### src/rtl/rv32_hazard_pkg.sv
// ---------------------------------------------------------------------------
// rv32_hazard_pkg
// Shared definitions for the hazard / forwarding controller:
//   - EX operand mux select encodings (FWD_RF, FWD_WB, FWD_MEM)
//   - hz_slot_t: the per-stage instruction record tracked in EX, MEM and WB
//   - rd_match / src_hit: "this slot writes register r" helpers
// Register fields are HZ_AW_MAX bits wide so one record layout serves any
// REG_AW up to HZ_AW_MAX; narrower addresses are zero-extended on entry.
// ---------------------------------------------------------------------------
package rv32_hazard_pkg;

    localparam logic [1:0] FWD_RF  = 2'b00;
    localparam logic [1:0] FWD_WB  = 2'b01;
    localparam logic [1:0] FWD_MEM = 2'b10;

    localparam int HZ_AW_MAX = 8;

    typedef struct packed {
        logic                 valid;
        logic [HZ_AW_MAX-1:0] rs1;
        logic [HZ_AW_MAX-1:0] rs2;
        logic [HZ_AW_MAX-1:0] rd;
        logic                 reg_write;
        logic                 is_load;
    } hz_slot_t;

    // True when slot s will write register r; x0 never counts as written.
    function automatic logic rd_match(hz_slot_t s, logic [HZ_AW_MAX-1:0] r);
        return s.valid && s.reg_write && (s.rd != '0) && (s.rd == r);
    endfunction

    function automatic logic src_hit(hz_slot_t s, logic [HZ_AW_MAX-1:0] a,
                                     logic [HZ_AW_MAX-1:0] b);
        return rd_match(s, a) || rd_match(s, b);
    endfunction

endpackage

### src/rtl/hz_slot.sv
// ---------------------------------------------------------------------------
// hz_slot
// One pipeline-stage record register. Asynchronous active-high reset and a
// bubble input both load an all-zero (invalid) record.
// Ports:
//   clk, rst   - clock, async active-high reset
//   bubble_i   - load an empty record instead of d_i
//   d_i        - record entering the stage
//   q_o        - record currently held by the stage
// ---------------------------------------------------------------------------
module hz_slot
    import rv32_hazard_pkg::*;
(
    input  logic     clk,
    input  logic     rst,
    input  logic     bubble_i,
    input  hz_slot_t d_i,
    output hz_slot_t q_o
);

    hz_slot_t slot_q;
    hz_slot_t slot_d;

    always_comb begin
        slot_d = bubble_i ? '0 : d_i;
    end

    always_ff @(posedge clk or posedge rst) begin
        if (rst) begin
            slot_q <= '0;
        end else begin
            slot_q <= slot_d;
        end
    end

    assign q_o = slot_q;

endmodule

### src/rtl/hazard_fwd_ctrl.sv
// ---------------------------------------------------------------------------
// hazard_fwd_ctrl
// Hazard detection and operand-forwarding control for a 5-stage pipeline.
// Tracks the instructions in EX, MEM and WB (three hz_slot instances) and
// derives, combinationally from those slots and the ID instruction:
//   fwd_a_sel / fwd_b_sel : EX operand source (00 regfile, 01 WB, 10 MEM)
//   stall_f / stall_d     : hold PC and IF/ID
//   flush_d / flush_e     : bubble IF/ID and ID/EX
//   stall_cnt             : free-running count of stall cycles (wraps)
// Inputs: clk, rst (async, active high), id_valid, id_reg_write, id_is_load,
//         id_rs1, id_rs2, id_rd, ex_branch_taken.
// Build option: define HAZARD_FWD_EN to enable forwarding with load-use
// stalls only. Without it the selects stay 00 and any RAW against EX, MEM
// or WB stalls ID until the writer has left WB.
// A taken branch always wins: it flushes ID and EX and suppresses stalls.
// ---------------------------------------------------------------------------
module hazard_fwd_ctrl
    import rv32_hazard_pkg::*;
#(
    parameter int REG_AW = 5,
    parameter int CNT_W  = 32
) (
    input  logic              clk,
    input  logic              rst,
    input  logic              id_valid,
    input  logic              id_reg_write,
    input  logic              id_is_load,
    input  logic [REG_AW-1:0] id_rs1,
    input  logic [REG_AW-1:0] id_rs2,
    input  logic [REG_AW-1:0] id_rd,
    input  logic              ex_branch_taken,
    output logic [1:0]        fwd_a_sel,
    output logic [1:0]        fwd_b_sel,
    output logic              stall_f,
    output logic              stall_d,
    output logic              flush_d,
    output logic              flush_e,
    output logic [CNT_W-1:0]  stall_cnt
);

    hz_slot_t         id_rec;
    hz_slot_t         ex_q;
    hz_slot_t         mem_q;
    hz_slot_t         wb_q;
    logic             ex_bubble;
    logic             hazard;
    logic             stall_raw;
    logic             flush_e_raw;
    logic [1:0]       fwd_a_raw;
    logic [1:0]       fwd_b_raw;
    logic [CNT_W-1:0] stall_cnt_q;
    logic [CNT_W-1:0] stall_cnt_d;
    logic             unused_wb_bits;

    always_comb begin
        id_rec           = '0;
        id_rec.valid     = id_valid;
        id_rec.rs1       = HZ_AW_MAX'(id_rs1);
        id_rec.rs2       = HZ_AW_MAX'(id_rs2);
        id_rec.rd        = HZ_AW_MAX'(id_rd);
        id_rec.reg_write = id_reg_write;
        id_rec.is_load   = id_is_load;
    end

    // EX takes a bubble whenever ID/EX is flushed (stall or branch).
    assign ex_bubble = !id_valid || flush_e_raw;

    hz_slot u_ex_slot (
        .clk      (clk),
        .rst      (rst),
        .bubble_i (ex_bubble),
        .d_i      (id_rec),
        .q_o      (ex_q)
    );

    hz_slot u_mem_slot (
        .clk      (clk),
        .rst      (rst),
        .bubble_i (1'b0),
        .d_i      (ex_q),
        .q_o      (mem_q)
    );

    hz_slot u_wb_slot (
        .clk      (clk),
        .rst      (rst),
        .bubble_i (1'b0),
        .d_i      (mem_q),
        .q_o      (wb_q)
    );

    // Source fields of the WB record are never consulted.
    assign unused_wb_bits = ^{wb_q.rs1, wb_q.rs2, wb_q.is_load};

    always_comb begin
        fwd_a_raw = FWD_RF;
        fwd_b_raw = FWD_RF;
        hazard    = 1'b0;
`ifdef HAZARD_FWD_EN
        // MEM holds the younger result, so it is checked first.
        if (rd_match(mem_q, ex_q.rs1)) begin
            fwd_a_raw = FWD_MEM;
        end else if (rd_match(wb_q, ex_q.rs1)) begin
            fwd_a_raw = FWD_WB;
        end
        if (rd_match(mem_q, ex_q.rs2)) begin
            fwd_b_raw = FWD_MEM;
        end else if (rd_match(wb_q, ex_q.rs2)) begin
            fwd_b_raw = FWD_WB;
        end
        // Load data is not available until MEM ends: one bubble needed.
        hazard = id_valid && ex_q.valid && ex_q.is_load && (ex_q.rd != '0) &&
                 ((ex_q.rd == id_rec.rs1) || (ex_q.rd == id_rec.rs2));
`else
        hazard = id_valid && (src_hit(ex_q,  id_rec.rs1, id_rec.rs2) ||
                              src_hit(mem_q, id_rec.rs1, id_rec.rs2) ||
                              src_hit(wb_q,  id_rec.rs1, id_rec.rs2));
`endif
    end

    assign stall_raw   = hazard && !ex_branch_taken;
    assign flush_e_raw = stall_raw || ex_branch_taken;

    always_comb begin
        stall_cnt_d = stall_raw ? (stall_cnt_q + CNT_W'(1)) : stall_cnt_q;
    end

    always_ff @(posedge clk or posedge rst) begin
        if (rst) begin
            stall_cnt_q <= '0;
        end else begin
            stall_cnt_q <= stall_cnt_d;
        end
    end

    // rst masks the control outputs directly so a branch input cannot leak
    // through while the pipeline is held in reset.
    assign fwd_a_sel = fwd_a_raw;
    assign fwd_b_sel = fwd_b_raw;
    assign stall_f   = stall_raw && !rst;
    assign stall_d   = stall_raw && !rst;
    assign flush_d   = ex_branch_taken && !rst;
    assign flush_e   = flush_e_raw && !rst;
    assign stall_cnt = stall_cnt_q;

endmodule

### config.mk
export PLATFORM = sky130hd
export DESIGN_NAME = hazard_fwd_ctrl
export DESIGN_NICKNAME = d
export VERILOG_FILES = /design/src/rtl/rv32_hazard_pkg.sv /design/src/rtl/hz_slot.sv /design/src/rtl/hazard_fwd_ctrl.sv
export SDC_FILE = /design/constraint.sdc
export NUM_CORES = 1
export LEC_CHECK = 0
export ABC_AREA = 1
export BUFFER_PORTS_ARGS = -buffer_cell sky130_fd_sc_hd__buf_2
export CAP_MARGIN = 20
export CORE_UTILIZATION = 30
export CTS_CLUSTER_DIAMETER = 40
export DETAILED_ROUTE_END_ITERATION = 10
export PLACE_DENSITY = 0.54
export SYNTH_ARGS = -nofsm -noshare
export SYNTH_HDL_FRONTEND = slang
export SYNTH_HIERARCHICAL = 1
export SYNTH_SLANG_ARGS = --single-unit
### constraint.sdc
create_clock -name clk -period 1.69 [get_ports clk]
set_clock_uncertainty 0.05 [all_clocks]
set_input_delay 0.169 -clock clk [delete_from_list [all_inputs] [get_ports clk]]
set_output_delay 0.169 -clock clk [all_outputs]
set_load 0.05 [all_outputs]
==> reports/qor.yml <==
sta:
  worst_slack_ns: -0.366
  finalSetupViolations: 42
  grt_setup_unrepaired: "yes"
  post-route-period-util: 1.22
  finalHoldViolations: 0
  fin_crit_ns: 2.06
  slew_violations: 0
  clock.fmax_ghz: 0.486
power:
  p_switching_mw: 0.930
  powerDensity_nw_per_um2: 670
  peakVddDrop_v: 0.000375
  pwr-share-seq: 0.432
  p_int_mw: 2.60
  p_sw_frac: 0.264
  clkPwrFrac: 0.481
  pwr-share-comb: 0.086
  p_leak_nw: 2.78
place:
  port-buffer-count: 55
  placed_area_um2: 4710
  gp_congestion: 0.890
  dp_hpwl_um: 8530
synth:
  synth_area_per_cell_um2: 6.78
  yosysWarnings: 6
  syn_inst: 586
  synth_area_um2: 3970
floorplanning:
  io_pins: 61
  die_h_um: 117
  rows: 41
  core_area_um2: 12800
  fp.dieW_um: 117
  dieArea_um2: 13700
  start_util: 0.311
worst_setup_path:
  cp_max_fo: 4
  critPathCaptureType: "output port"
  worst_ep_arrival_time_ns: 1.84
  crit_type: "flop to output port"
  critPathLaunchType: "flop"
  crit_required_ns: 1.47
global_route:
  track_usage: 0.182
  grt_pass1_vias: 3714
  grt-ovfl-total: 0
  grt_max_degree: 34
  grt_pass1_wl_um: 18600
  antenna_found_initial: 0
final_layout:
  fin_area_um2: 5260
  fillers: 1311
  fin_nets: 715
  diodes: 0
  final_core_util: 0.412
  drive_gt1_frac: 0.275
  syn2layout_area_growth_pct: 32.5
detailed_routing:
  antenna_left: 0
  drtPass1Iterations: 4
  drt-total-wl_um: 11400
  wl_per_cell_um: 13.1
  drt-initial-drc-count: 215
  vias: 3912
  drc_errors: 0
  routed_via_density: 4.50
clock_tree:
  cts_root_buffer: "clkbuf_16"
  clk_pin_slew_ns: 0.05
  htree_levels: 3
  insertion_delay_ns: 0.34
  cts.path.max_buffers: 2
  clock-sinks: 62
  cts_tree: "yes"
  cts_buffers: 9
run:
  max_cap_violations: 0
run_status:
  status: "complete, but fails checks"
  failed_checks: "negative setup slack"
hold_path:
  hp-class: "input port to flop"
## final timing paths
| path | startpoint | end | slack (ns) | depth (start not counted) |
|---|---|---|---|---|
| max in group asynchronous | rst | stall_cnt[9] | 0.71 | 4 |
| max reg2reg | u_mem_slot/q_o[2] | stall_cnt[7] | -0.31 | 11 |
| max | u_ex_slot/q_o[5] | stall_d | -0.37 | 10 |
| min | id_valid | u_ex_slot/q_o[26] | 0.08 | 3 |
| min in group asynchronous | rst | u_mem_slot/q_o[9] | 0.41 | 3 |
| min reg2reg | u_mem_slot/q_o[1] | u_wb_slot/q_o[1] | 0.44 | 2 |
## registers in the layout, summed over array words and instances (netlist names)
signal          flops
stall_cnt          32
u_ex_slot/q_o      10
u_mem_slot/q_o     10
u_wb_slot/q_o      10
## worst max-delay path, stage by stage, from the launching register on
cell and delay, ns:
dfrtp_2 0.45, nand2_1 0.08, nand2_1 0.06, nor2_1 0.13
nand3_1 0.09, nand2_1 0.08, nand2_2 0.06, nand3_4 0.13
nand3_4 0.10, nor2_4 0.16, buf_8 0.16
## area by class of cell
| type | count | area, um2 | share of cell area |
|---|---|---|---|
| clock buffers | 9 | 225 | 0.0428 |
| clock inverters | 7 | 51.3 | 0.00975 |
| inverters | 82 | 313 | 0.0594 |
| multi-input cells | 426 | 2080 | 0.395 |
| flip-flops and latches | 62 | 1570 | 0.299 |
| well taps | 172 | 215 | 0.0409 |
| repair buffers | 112 | 807 | 0.153 |
## cell usage in the layout, fill, tap and decap left out, types with 2 or more instances in the layout
| master | n |
|---|---|
| dlygate4sd3_1 | 7 |
| nand2_1 | 215 |
| inv_2 | 19 |
| buf_4 | 44 |
| buf_8 | 4 |
| nand4_1 | 38 |
| nand3_4 | 2 |
| nand3b_1 | 6 |
| inv_4 | 2 |
| inv_1 | 60 |
| nor2_2 | 13 |
| xor2_1 | 12 |
| clkinv_2 | 2 |
| conb_1 | 9 |
| buf_2 | 52 |
| nand2_4 | 2 |
| nand3_2 | 2 |
| xnor2_1 | 9 |
| nand2_2 | 4 |
| dfrtp_2 | 18 |
| dfrtp_1 | 44 |
| clkinv_4 | 3 |
| nor2_1 | 67 |
| nand3_1 | 19 |
| nor3_1 | 17 |
| nor2_8 | 3 |
| clkbuf_16 | 9 |
| clkinvlp_4 | 2 |
| buf_6 | 3 |
## metrics by stage
stage	hold WS (ns)	worst slack (ns)	total power, mW	TNS (ns)	instances
3_3_place_gp	0.211	-0.162	1.82	-3.19	838
5_1_grt	0.0891	-0.479	3.67	-11.45	870
3_5_place_dp	0.219	-0.211	1.82	-5.22	838
4_1_cts	0.0726	-0.349	3.56	-6.24	867
6_report	0.0783	-0.366	3.53	-7.63	870
2_1_floorplan	-0.0408	-0.212	1.75	-0.370	594
## power by group through the flow
| stage | sequential [mW] | combinational [mW] | clock (mW) |
|---|---|---|---|
| 6_report | 1.52 | 0.305 | 1.70 |
| 2_1_floorplan | 1.55 | 0.200 | 0 |
| 5_1_grt | 1.53 | 0.342 | 1.80 |
| 4_1_cts | 1.52 | 0.295 | 1.74 |
| 3_3_place_gp | 1.55 | 0.266 | 0 |
| 3_5_place_dp | 1.55 | 0.271 | 0 |
## per-layer routing
layer,vias up,wire length (um),track usage
met1,1799,5680,0.254
met2,87,5060,0.279
met5,-,0,0
met3,11,527,0.0376
li1,2015,-,-
met4,0,154,0.0608
## repair_timing
| item | 4_1_cts | 5_1_grt |
|---|---|---|
| hold buffers | 7 | 0 |
| gates resized for setup | 23 | 17 |
| setup buffers | 5 | 3 |
| gates cloned | 1 | 0 |
| endpoints found under the hold margin | 36 | 0 |
| endpoints found under the setup margin | 42 | 42 |
| pin swaps | 4 | 11 |
Note: power is estimated with default switching activity, not from simulation.
